**src/rtl/scaler_read_pkg.sv**
```systemverilog
// Shared definitions for the scaler read arbiter.
//   ADDR_W         : scaler RAM word address width
//   RD_LATENCY_DEF : default clocks from a sampled read strobe to valid data
//   ST_*           : arbiter state encodings (3-bit), exposed on dbg_state_o
package scaler_read_pkg;

  localparam int ADDR_W         = 8;
  localparam int RD_LATENCY_DEF = 2;

  typedef logic [2:0] state_t;

  localparam logic [2:0] ST_IDLE     = 3'd0;
  localparam logic [2:0] ST_WB_RD    = 3'd1;
  localparam logic [2:0] ST_WB_WAIT  = 3'd2;
  localparam logic [2:0] ST_WB_ACK   = 3'd3;
  localparam logic [2:0] ST_DMP_RD   = 3'd4;
  localparam logic [2:0] ST_DMP_WAIT = 3'd5;
  localparam logic [2:0] ST_DMP_OUT  = 3'd6;

endpackage

```
**src/rtl/scaler_dump_seq.sv**
```systemverilog
// Dump sequencer: tracks the active dump, the beat index, the latched write
// bank, the torn flag and the sticky overrun flag. Only built when the
// SCALER_DUMP_EN macro is defined.
// Ports:
//   clk_i, rst_n_i      : clock, asynchronous active-low reset
//   done_i, dump_en_i   : update-complete pulse, dump enable
//   write_bank_i        : live scaler write bank
//   beat_done_i         : stream handshake on the current beat
//   active_o, idx_o     : dump in progress, current beat index
//   last_o, tuser_o     : current beat is the last one, bank changed during dump
//   overrun_o           : sticky, set by done_i while a dump is running
`ifdef SCALER_DUMP_EN
module scaler_dump_seq
  import scaler_read_pkg::*;
#(
  parameter int NADDR = 48
) (
  input  logic              clk_i,
  input  logic              rst_n_i,
  input  logic              done_i,
  input  logic              dump_en_i,
  input  logic              write_bank_i,
  input  logic              beat_done_i,
  output logic              active_o,
  output logic [ADDR_W-1:0] idx_o,
  output logic              last_o,
  output logic              tuser_o,
  output logic              overrun_o
);

  localparam logic [ADDR_W-1:0] LAST_IDX = ADDR_W'(NADDR - 1);

  logic              active_q;
  logic [ADDR_W-1:0] idx_q;
  logic              bank_q;
  logic              torn_q;
  logic              overrun_q;
  logic              bank_diff;

  assign bank_diff = active_q & (write_bank_i != bank_q);
  assign active_o  = active_q;
  assign idx_o     = idx_q;
  assign last_o    = (idx_q == LAST_IDX);
  // Include the current cycle so a bank flip on the last beat still counts.
  assign tuser_o   = torn_q | bank_diff;
  assign overrun_o = overrun_q;

  always_ff @(posedge clk_i or negedge rst_n_i) begin
    if (!rst_n_i) begin
      active_q  <= 1'b0;
      idx_q     <= '0;
      bank_q    <= 1'b0;
      torn_q    <= 1'b0;
      overrun_q <= 1'b0;
    end else begin
      if (done_i && active_q) overrun_q <= 1'b1;
      if (done_i && dump_en_i && !active_q) begin
        active_q <= 1'b1;
        idx_q    <= '0;
        bank_q   <= write_bank_i;
        torn_q   <= 1'b0;
      end else if (active_q) begin
        if (bank_diff) torn_q <= 1'b1;
        if (beat_done_i) begin
          if (last_o) active_q <= 1'b0;
          else        idx_q    <= idx_q + 1'b1;
        end
      end
    end
  end

endmodule
`endif

```
**src/rtl/scaler_read_arb.sv**
```systemverilog
// Arbitrates the shared scaler RAM read port between a classic Wishbone
// slave and an automatic dump engine streaming the RAM out on an AXI-stream
// style port. The dump engine exists only when SCALER_DUMP_EN is defined;
// otherwise the stream outputs and overrun flag are tied low.
// Ports:
//   wb_clk_i, wb_rst_n_i            : clock, asynchronous active-low reset
//   wb_cyc/stb/we/adr_i, wb_ack/dat_o : Wishbone slave
//   scal_rd_o, scal_adr_o, scal_dat_i : scaler RAM read port
//   done_i, write_bank_i, dump_en_i   : dump trigger, bank, enable
//   m_tdata/tvalid/tlast/tuser, m_tready : dump stream
//   dump_overrun_o                    : sticky overrun flag
//   dbg_state_o                       : current arbiter state
// Stream handshake: a beat transfers on a rising edge where m_tvalid and
// m_tready are both high; m_tvalid never drops and m_tdata never changes
// before that edge.
module scaler_read_arb
  import scaler_read_pkg::*;
#(
  parameter int NADDR      = 48,
  parameter int RD_LATENCY = RD_LATENCY_DEF
) (
  input  logic              wb_clk_i,
  input  logic              wb_rst_n_i,
  input  logic              wb_cyc_i,
  input  logic              wb_stb_i,
  input  logic              wb_we_i,
  input  logic [ADDR_W-1:0] wb_adr_i,
  output logic              wb_ack_o,
  output logic [31:0]       wb_dat_o,
  output logic              scal_rd_o,
  output logic [ADDR_W-1:0] scal_adr_o,
  input  logic [31:0]       scal_dat_i,
  input  logic              done_i,
  input  logic              write_bank_i,
  input  logic              dump_en_i,
  output logic [31:0]       m_tdata,
  output logic              m_tvalid,
  output logic              m_tlast,
  output logic              m_tuser,
  input  logic              m_tready,
  output logic              dump_overrun_o,
  output logic [2:0]        dbg_state_o
);

  localparam logic [1:0] LAT_LAST = 2'(RD_LATENCY - 1);

  state_t      state_q, state_d;
  logic        fair_q, fair_d;    // 0: WB wins the next contested grant
  logic [1:0]  cnt_q, cnt_d;
  logic [31:0] hold_q, hold_d;
  logic        wr_q, wr_d;        // current WB cycle is a write
  logic        abort_q, abort_d;  // master dropped the read before ack
  logic        wb_req;
  logic        dump_active;
  logic        grant_wb;

  assign wb_req   = wb_cyc_i & wb_stb_i;
  assign grant_wb = wb_req & (~dump_active | ~fair_q);

`ifdef SCALER_DUMP_EN
  logic              grant_dmp;
  logic              beat_done;
  logic [ADDR_W-1:0] dump_idx;
  logic              seq_last;
  logic              seq_tuser;

  assign grant_dmp = dump_active & (~wb_req | fair_q);
  assign beat_done = (state_q == ST_DMP_OUT) & m_tready;

  scaler_dump_seq #(.NADDR(NADDR)) u_dump_seq (
    .clk_i        (wb_clk_i),
    .rst_n_i      (wb_rst_n_i),
    .done_i       (done_i),
    .dump_en_i    (dump_en_i),
    .write_bank_i (write_bank_i),
    .beat_done_i  (beat_done),
    .active_o     (dump_active),
    .idx_o        (dump_idx),
    .last_o       (seq_last),
    .tuser_o      (seq_tuser),
    .overrun_o    (dump_overrun_o)
  );

  assign m_tvalid   = (state_q == ST_DMP_OUT);
  assign m_tdata    = m_tvalid ? hold_q : '0;
  assign m_tlast    = m_tvalid & seq_last;
  assign m_tuser    = m_tlast & seq_tuser;
  assign scal_rd_o  = (state_q == ST_WB_RD) | (state_q == ST_DMP_RD);
  assign scal_adr_o = (state_q == ST_WB_RD)  ? wb_adr_i :
                      (state_q == ST_DMP_RD) ? dump_idx : '0;
`else
  logic unused_dump_ins;

  assign dump_active     = 1'b0;
  assign unused_dump_ins = ^{done_i, write_bank_i, dump_en_i, m_tready, NADDR > 0};
  assign m_tvalid        = 1'b0;
  assign m_tdata         = '0;
  assign m_tlast         = 1'b0;
  assign m_tuser         = 1'b0;
  assign dump_overrun_o  = 1'b0;
  assign scal_rd_o       = (state_q == ST_WB_RD);
  assign scal_adr_o      = (state_q == ST_WB_RD) ? wb_adr_i : '0;
`endif

  assign wb_ack_o    = (state_q == ST_WB_ACK);
  assign wb_dat_o    = (wb_ack_o && !wr_q) ? hold_q : '0;
  assign dbg_state_o = state_q;

  always_comb begin
    state_d = state_q;
    fair_d  = fair_q;
    cnt_d   = cnt_q;
    hold_d  = hold_q;
    wr_d    = wr_q;
    abort_d = abort_q;
    case (state_q)
      ST_IDLE: begin
        if (wb_req && dump_active) fair_d = ~fair_q;
        if (grant_wb) begin
          wr_d    = wb_we_i;
          abort_d = 1'b0;
          // Writes touch no RAM and ack on the next cycle.
          state_d = wb_we_i ? ST_WB_ACK : ST_WB_RD;
        end
`ifdef SCALER_DUMP_EN
        else if (grant_dmp) begin
          state_d = ST_DMP_RD;
        end
`endif
      end
      ST_WB_RD: begin
        cnt_d   = '0;
        abort_d = abort_q | ~wb_req;
        state_d = ST_WB_WAIT;
      end
      ST_WB_WAIT: begin
        abort_d = abort_q | ~wb_req;
        if (cnt_q == LAT_LAST) begin
          hold_d  = scal_dat_i;
          state_d = (abort_q || !wb_req) ? ST_IDLE : ST_WB_ACK;
        end else begin
          cnt_d = cnt_q + 2'd1;
        end
      end
      ST_WB_ACK: state_d = ST_IDLE;
`ifdef SCALER_DUMP_EN
      ST_DMP_RD: begin
        cnt_d   = '0;
        state_d = ST_DMP_WAIT;
      end
      ST_DMP_WAIT: begin
        if (cnt_q == LAT_LAST) begin
          hold_d  = scal_dat_i;
          state_d = ST_DMP_OUT;
        end else begin
          cnt_d = cnt_q + 2'd1;
        end
      end
      ST_DMP_OUT: if (m_tready) state_d = ST_IDLE;
`endif
      default: state_d = ST_IDLE;
    endcase
  end

  always_ff @(posedge wb_clk_i or negedge wb_rst_n_i) begin
    if (!wb_rst_n_i) begin
      state_q <= ST_IDLE;
      fair_q  <= 1'b0;
      cnt_q   <= '0;
      hold_q  <= '0;
      wr_q    <= 1'b0;
      abort_q <= 1'b0;
    end else begin
      state_q <= state_d;
      fair_q  <= fair_d;
      cnt_q   <= cnt_d;
      hold_q  <= hold_d;
      wr_q    <= wr_d;
      abort_q <= abort_d;
    end
  end

endmodule

```
**config.mk**
```make
export PLATFORM = sky130hd
export DESIGN_NAME = scaler_read_arb
export DESIGN_NICKNAME = d
export VERILOG_FILES = /design/src/rtl/scaler_read_pkg.sv /design/src/rtl/scaler_dump_seq.sv /design/src/rtl/scaler_read_arb.sv
export SDC_FILE = /design/constraint.sdc
export NUM_CORES = 1
export LEC_CHECK = 0
export CORE_ASPECT_RATIO = 1.75
export CORE_MARGIN = 2
export CORE_UTILIZATION = 57
export DETAILED_ROUTE_END_ITERATION = 16
export DONT_BUFFER_PORTS = 1
export GPL_TIMING_DRIVEN = 0
export PLACE_DENSITY_LB_ADDON = 0.05
export SLEW_MARGIN = 10
export SYNTH_ARGS = -nofsm -noshare
export SYNTH_HDL_FRONTEND = slang
export SYNTH_SLANG_ARGS = --single-unit
```
**constraint.sdc**
```tcl
create_clock -name wb_clk_i -period 1.7 [get_ports wb_clk_i]
set_clock_uncertainty 0.2 [all_clocks]
set_input_delay 0.34 -clock wb_clk_i [delete_from_list [all_inputs] [get_ports wb_clk_i]]
set_output_delay 0.34 -clock wb_clk_i [all_outputs]
set_load 0.03 [all_outputs]
```
Yosys cells after proc, flatten, opt, wreduce, memory -nomap -nowiden
Cells that the tools add are included.
W data, S select, Z words.

operators by class
  add/subtract/negate cells = 1
  eq/ne operators = 7
  mux-type cells = 11
  bitwise logic cells = 3
  reductions and logical operators = 13

operators by type and width
  cell                   number
  $mux W32               1
  $reduce_and A2 Y1      5
  $pmux W3 S3            1
  $mux W8                1
  $eq A3 B2 Y1 const B   2
  $mux W2                3
  $mux W3                2
  $ne A2 B2 Y1 const B   3
  $pmux W2 S2            1
  $reduce_bool A2 Y1     2
  $eq A3 B1 Y1 const B   1
  $logic_not A3 Y1       1
  $add A2 B1 Y2 const B  1
  $eq A2 B1 Y1 const B   1
  $logic_not A1 Y1       2
  $pmux W1 S2            1
  $reduce_or A2 Y1       1
  $and A1 B1 Y1          1
  $logic_and A1 B1 Y1    1
  $logic_or A1 B1 Y1     1
  $mux W1                1
  $not A1 Y1             1
  $or A1 B1 Y1           1

word-level totals
  register bits = 39
  input bits = 49
  output and inout bits = 81
  word-level logic and storage cells = 40

Depth between registers and ports, before layout
  word-level depth = 6
  depth in mapped cells = 5
  mapped depth without buffers = 5

Worst setup path after synthesis
OpenSTA, ideal clock, no wires.

  kind = reg2out
  from = reg state_q[1] (netlist: dbg_state_o[1])
  to = out wb_dat_o[0]
  data arrival time = 1.783 ns
  data required time = 1.160 ns
  slack = -0.623 ns
  cell stages (with the launch flop) = 5
  path buffers = 1
  path through = dfrtp_1 > ha_1 > and2b_1 > clkbuf_1 > and2_1

on the way
  word-level cells in the longest chain between the ends = 3

RTL lines
  element                   RTL line                source
  start: declaration        scaler_read_arb.sv:47   state_t state_q, state_d;
  start signal: assignment  scaler_read_arb.sv:174  state_q <= state_d;
  $eq A3 B2 Y1              scaler_read_arb.sv:105  assign wb_ack_o = (state_q == ST_WB_ACK);
  net wb_ack_o              scaler_read_arb.sv:28   output logic wb_ack_o,
  $logic_and A1 B1 Y1       scaler_read_arb.sv:106  assign wb_dat_o = (wb_ack_o && !wr_q) ? hold_q : '0;
  $mux W32                  scaler_read_arb.sv:106
  end: declaration          scaler_read_arb.sv:29   output logic [31:0] wb_dat_o,

The timed path passes the listed nets, and every way through them passes these cells.

Worst setup path in the final report
  from = reg state_q[0] (netlist: dbg_state_o[0])
  to = out wb_dat_o[28]

The elaborated chain is that of the path after synthesis.

==> flow_results.org <==
** Clocking
- Root buffer selected by CTS :: clkbuf_8
- The longest clock path from root to sink contains 2 buffers.
- Clock latency on the worst-skew pair, taken at its later pin, is between 200 and 300 ps.
- Count of clock tree sinks :: 38
- In this run, CTS created clock tree buffers numbering 5.
- CTS tree :: done
- Number of H-tree levels :: 2
- Clock-pin slew was measured on the worst setup and hold paths at around 70 ps.
- Total setup buffers inserted after CTS :: 0

** Timing
- Final Hold Vio Count :: 0
- The total count of max-transition violations in the final report came to 0.
- Once routing completed, OpenROAD measured the worst setup slack at -554 ps.
- Setup violations remaining at the end of the flow were counted as 76.
- Based on the critical path, the design can be clocked at up to between 400 and 500 MHz.
- Unrepaired setup endpoints after global routing :: true
- After layout, the worst path uses 133% of the clock period.
- Time the worst path needs with I/O delays and setup :: around 2300 ps
- Final hold slack :: 19.6 ps

** Floorplanning
- Floorplan core area :: 3830 sq um
- Total number of placement rows :: 30
- Measured along the y axis, the die boundary spans between 80 and 90 microns.
- Starting utilization of the core area :: 58.8%
- In this run the count of I/O pins placed on the die edge is between 100 and 150.
- In this run the horizontal extent of the chip is between 50 and 60 microns.
- DIE AREA :: 4490 sq um

** Logic synthesis
- Yosys mapped a number of flops with a built-in enable equal to 0.
- Sorting the synthesized cells by area gives the leading types as dfrtp_1 (42%), mux2_4 (20%), buf_4 (12%).
- A synthesized cell averages approximately 12 sq um.
- The cell area that synthesis handed to floorplanning was around 2300 sq um.
- By instance count, the leading cell after synthesis is and2_1.
- Post-synthesis cell type count :: 27
- The cell count after synthesis came out at roughly 180.
- Yosys printed 0 warnings.
- Of all flip-flops after synthesis, the portion carrying an async set or reset was 100%.
- In this run, synthesis produced a sequential element count of 38.
- The top cell type by area accounts for a little over two fifths of the synthesized area.
- Sorting the synthesized cells by how often they occur yields and2_1 (40), dfrtp_1 (38), buf_4 (37).
- Flip-flop cell with the highest count after synthesis :: dfrtp_1
- Sequential fraction of the synthesis area :: between 40% and 50%
- dfrtp_1 takes more of the synthesized area than any other cell.

** Layout
- Layout Area Growth over Synthesis :: 36.6%
- Fraction of layout instances using a drive strength above 1 :: roughly 52%
- Post-Route Utilization :: between 80% and 90%
- The net count of the finished layout is 318.
- # diodes :: 0

** Global routing
- The initial antenna violation count came to 0.
- Entering global routing, the biggest net connects 39 pins.
- For this run the aggregate overflow at the end of global routing stands at 0.
- Wire length of the first global-routing pass :: 7720 microns
- GR Util All Layers :: roughly 23%
- The via count of the first global-routing pass is about 1500.

** Pwr
- Portion of total power attributed to sequential cells :: a little under two fifths
- Proportion of power drawn by the clock network :: 15.9%
- Switching component of the power :: 1680 uW
- In this run switching power makes up a little over a third of total power.
- IR Drop Worst-Case VDD :: ~1400 uV
- Internal power comes to ~3000 uW.
- In this run, the combinational gates consume approximately 47% of the power.
- Summed over all cells, the static leakage comes to 0.00160 uW.
- For this design the ratio of total power to cell area is between 1500 and 2000 nW/um^2.

** Worst setup path
- Startpoint of the worst register-to-register path :: dbg_state_o[0]$_DFFE_PN0P_
- The most critical setup path has its startpoint at dbg_state_o[0]$_DFFE_PN0P_.
- The critical path in this run is classified as flip-flop to output port.
- Slowest-stage cell, CP :: dfrtp_2
- Of all nets on the critical path, the largest fanout is 7.
- The worst setup path is captured at an output port.
- The largest single stage delay on the critical path is roughly 520 ps.
- The critical path goes through ha_4 > and2b_4 > clkbuf_8 > and2_4.
- Critical path startpoint category :: flip-flop
- Endpoint arrival time on the critical path :: 1710 ps
- For the worst setup path, the data required time is around 1200 ps.

** Placed design
- Global placer's final weighted congestion :: around 0.75
- HPWL reported at the end of detailed placement :: ~3500 microns
- Port buffering added 0 buffers.

** Detailed routing
- Final Routed Wirelength :: 4900 microns
- Violation count after the first detailed-routing iteration :: 32
- Dividing the detail-routed wire length by the instance count gives between 15 and 20 microns.
- The first detailed-routing pass took 3 iterations.
- In the routed design, unresolved DRC markers number 0.
- Detailed routing inserted a total of ~1500 vias.
- Dividing the detail-routed via count by the number of cells gives approximately 4.8.
- The count of nets left with antenna violations once routing finished came out at 0.

** Run status
- The run finished, with violations left.
- The checks that failed: setup timing.

** Min path
- Source of the worst hold timing path :: wb_cyc_i
- Path type of the worst min-delay path :: primary input to flip-flop

** Job
- Across the run, the number of max-cap violations was 0.
==> cells in the final DEF, fill, tap and decap left out, types with 2 or more instances in the layout <==
master	synthesis	final
and2_4	0	30
dlygate4sd3_1	0	34
mux2_4	30	30
buf_4	37	38
dfrtp_1	38	36
clkbuf_8	0	8
o21ai_0	3	3
and2_2	0	10
mux2_2	4	4
clkinv_2	0	2
buf_6	3	3
conb_1	1	37
inv_1	3	3
ha_1	5	3
dfrtp_2	0	2
o2bb2ai_1	2	2
==> sequential cells by signal, summed over array words and instances (netlist names) <==
register     count
wr_q             1
dbg_state_o      2
hold_q          32
cnt_q            2
abort_q          1
==> timing repair <==
| action | CTS | global route |
|---|---|---|
| hold buffers | 35 | 0 |
| setup endpoints to repair | 76 | 77 |
| cloned | 2 | 0 |
| resized for setup | 2 | 2 |
| pin swaps | 1 | 1 |
| endpoints found under the hold margin | 71 | 0 |
==> power by group through the flow <==
stage	Combinational [uW]	Sequential, uW	Clock [uW]
floorplan	1900	1640	0
global placement	2030	1700	0
detailed placement	2090	1740	0
CTS	2210	1720	773
global route	2340	1780	804
finish	2210	1730	747
==> path summary, 6_finish.rpt <==
| check | endpoint | slack [ps] | depth (start not counted) |
|---|---|---|---|
| setup / recovery | wb_dat_o[28] | -550 | 4 |
| hold / removal | dbg_state_o[0]$_DFFE_PN0P_ | 20 | 2 |
| setup reg to reg | hold_q[22]$_DFFE_PN0P_ | -200 | 5 |
| hold reg to reg | cnt_q[1]$_DFFE_PN0P_ | 300 | 1 |
| max in group asynchronous | dbg_state_o[0]$_DFFE_PN0P_ | 790 | 2 |
| min in group asynchronous | hold_q[11]$_DFFE_PN0P_ | 310 | 2 |
==> area by class of cell <==
cell class / instances / area [sq um]
repair buffers: 37 / 382
fillers: 246 / 753
well taps: 48 / 60.1
inverters: 3 / 11.3
multi-input cells: 136 / 1210
clock buffers: 5 / 68.8
clock inverters: 3 / 40.0
flip-flops and latches: 38 / 953
plain buffers: 43 / 354
==> worst max-delay path: cells and delay by family, from the launching register on <==
kind | cells | cell delay (ps)
fa+ha+maj | 1 | 270
buf+inv | 1 | 170
flops | 1 | 520
simple gates | 2 | 450
==> stage by stage <==
stage | area [sq um] | instances | setup TNS (ps) | total power [uW] | setup WS [ps]
6_report | 3080 | 313 | -26610 | 4690 | -554
5_1_grt | 3080 | 313 | -31720 | 4930 | -607
4_1_cts | 3070 | 313 | -27400 | 4700 | -566
3_5_place_dp | 2580 | 268 | -13800 | 3820 | -242
3_3_place_gp | 2580 | 268 | -11770 | 3720 | -222
2_1_floorplan | 2520 | 220 | -5600 | 3540 | -121
==> kinds of logic (layout without fill, tap and decap cells) <==
logic type | count (synthesis) | after routing | synth area share [%]
DFF | 38 | 38 | 42.2
and+or+nand+nor | 49 | 49 | 14.2
AOI/OAI and AO/OA | 11 | 11 | 3.72
buffers and inverters | 46 | 91 | 14.8
other | 1 | 37 | 0.167
muxes | 34 | 34 | 22.0
adders and majority gates | 5 | 5 | 2.78
==> metal layers <==
layer  wire [microns]  global-route usage (%)  share of wire [%]  vias to the layer above
li1                 -                       -                  -                      692
met1             1730                    26.0                 35                      723
met2             2720                    39.3                 55                       69
met3              319                    7.22                6.5                       13
met4              134                    8.61                2.7                        0
met5                0                       0                  0                        -
No activity file was read; power rests on OpenSTA's default activity.
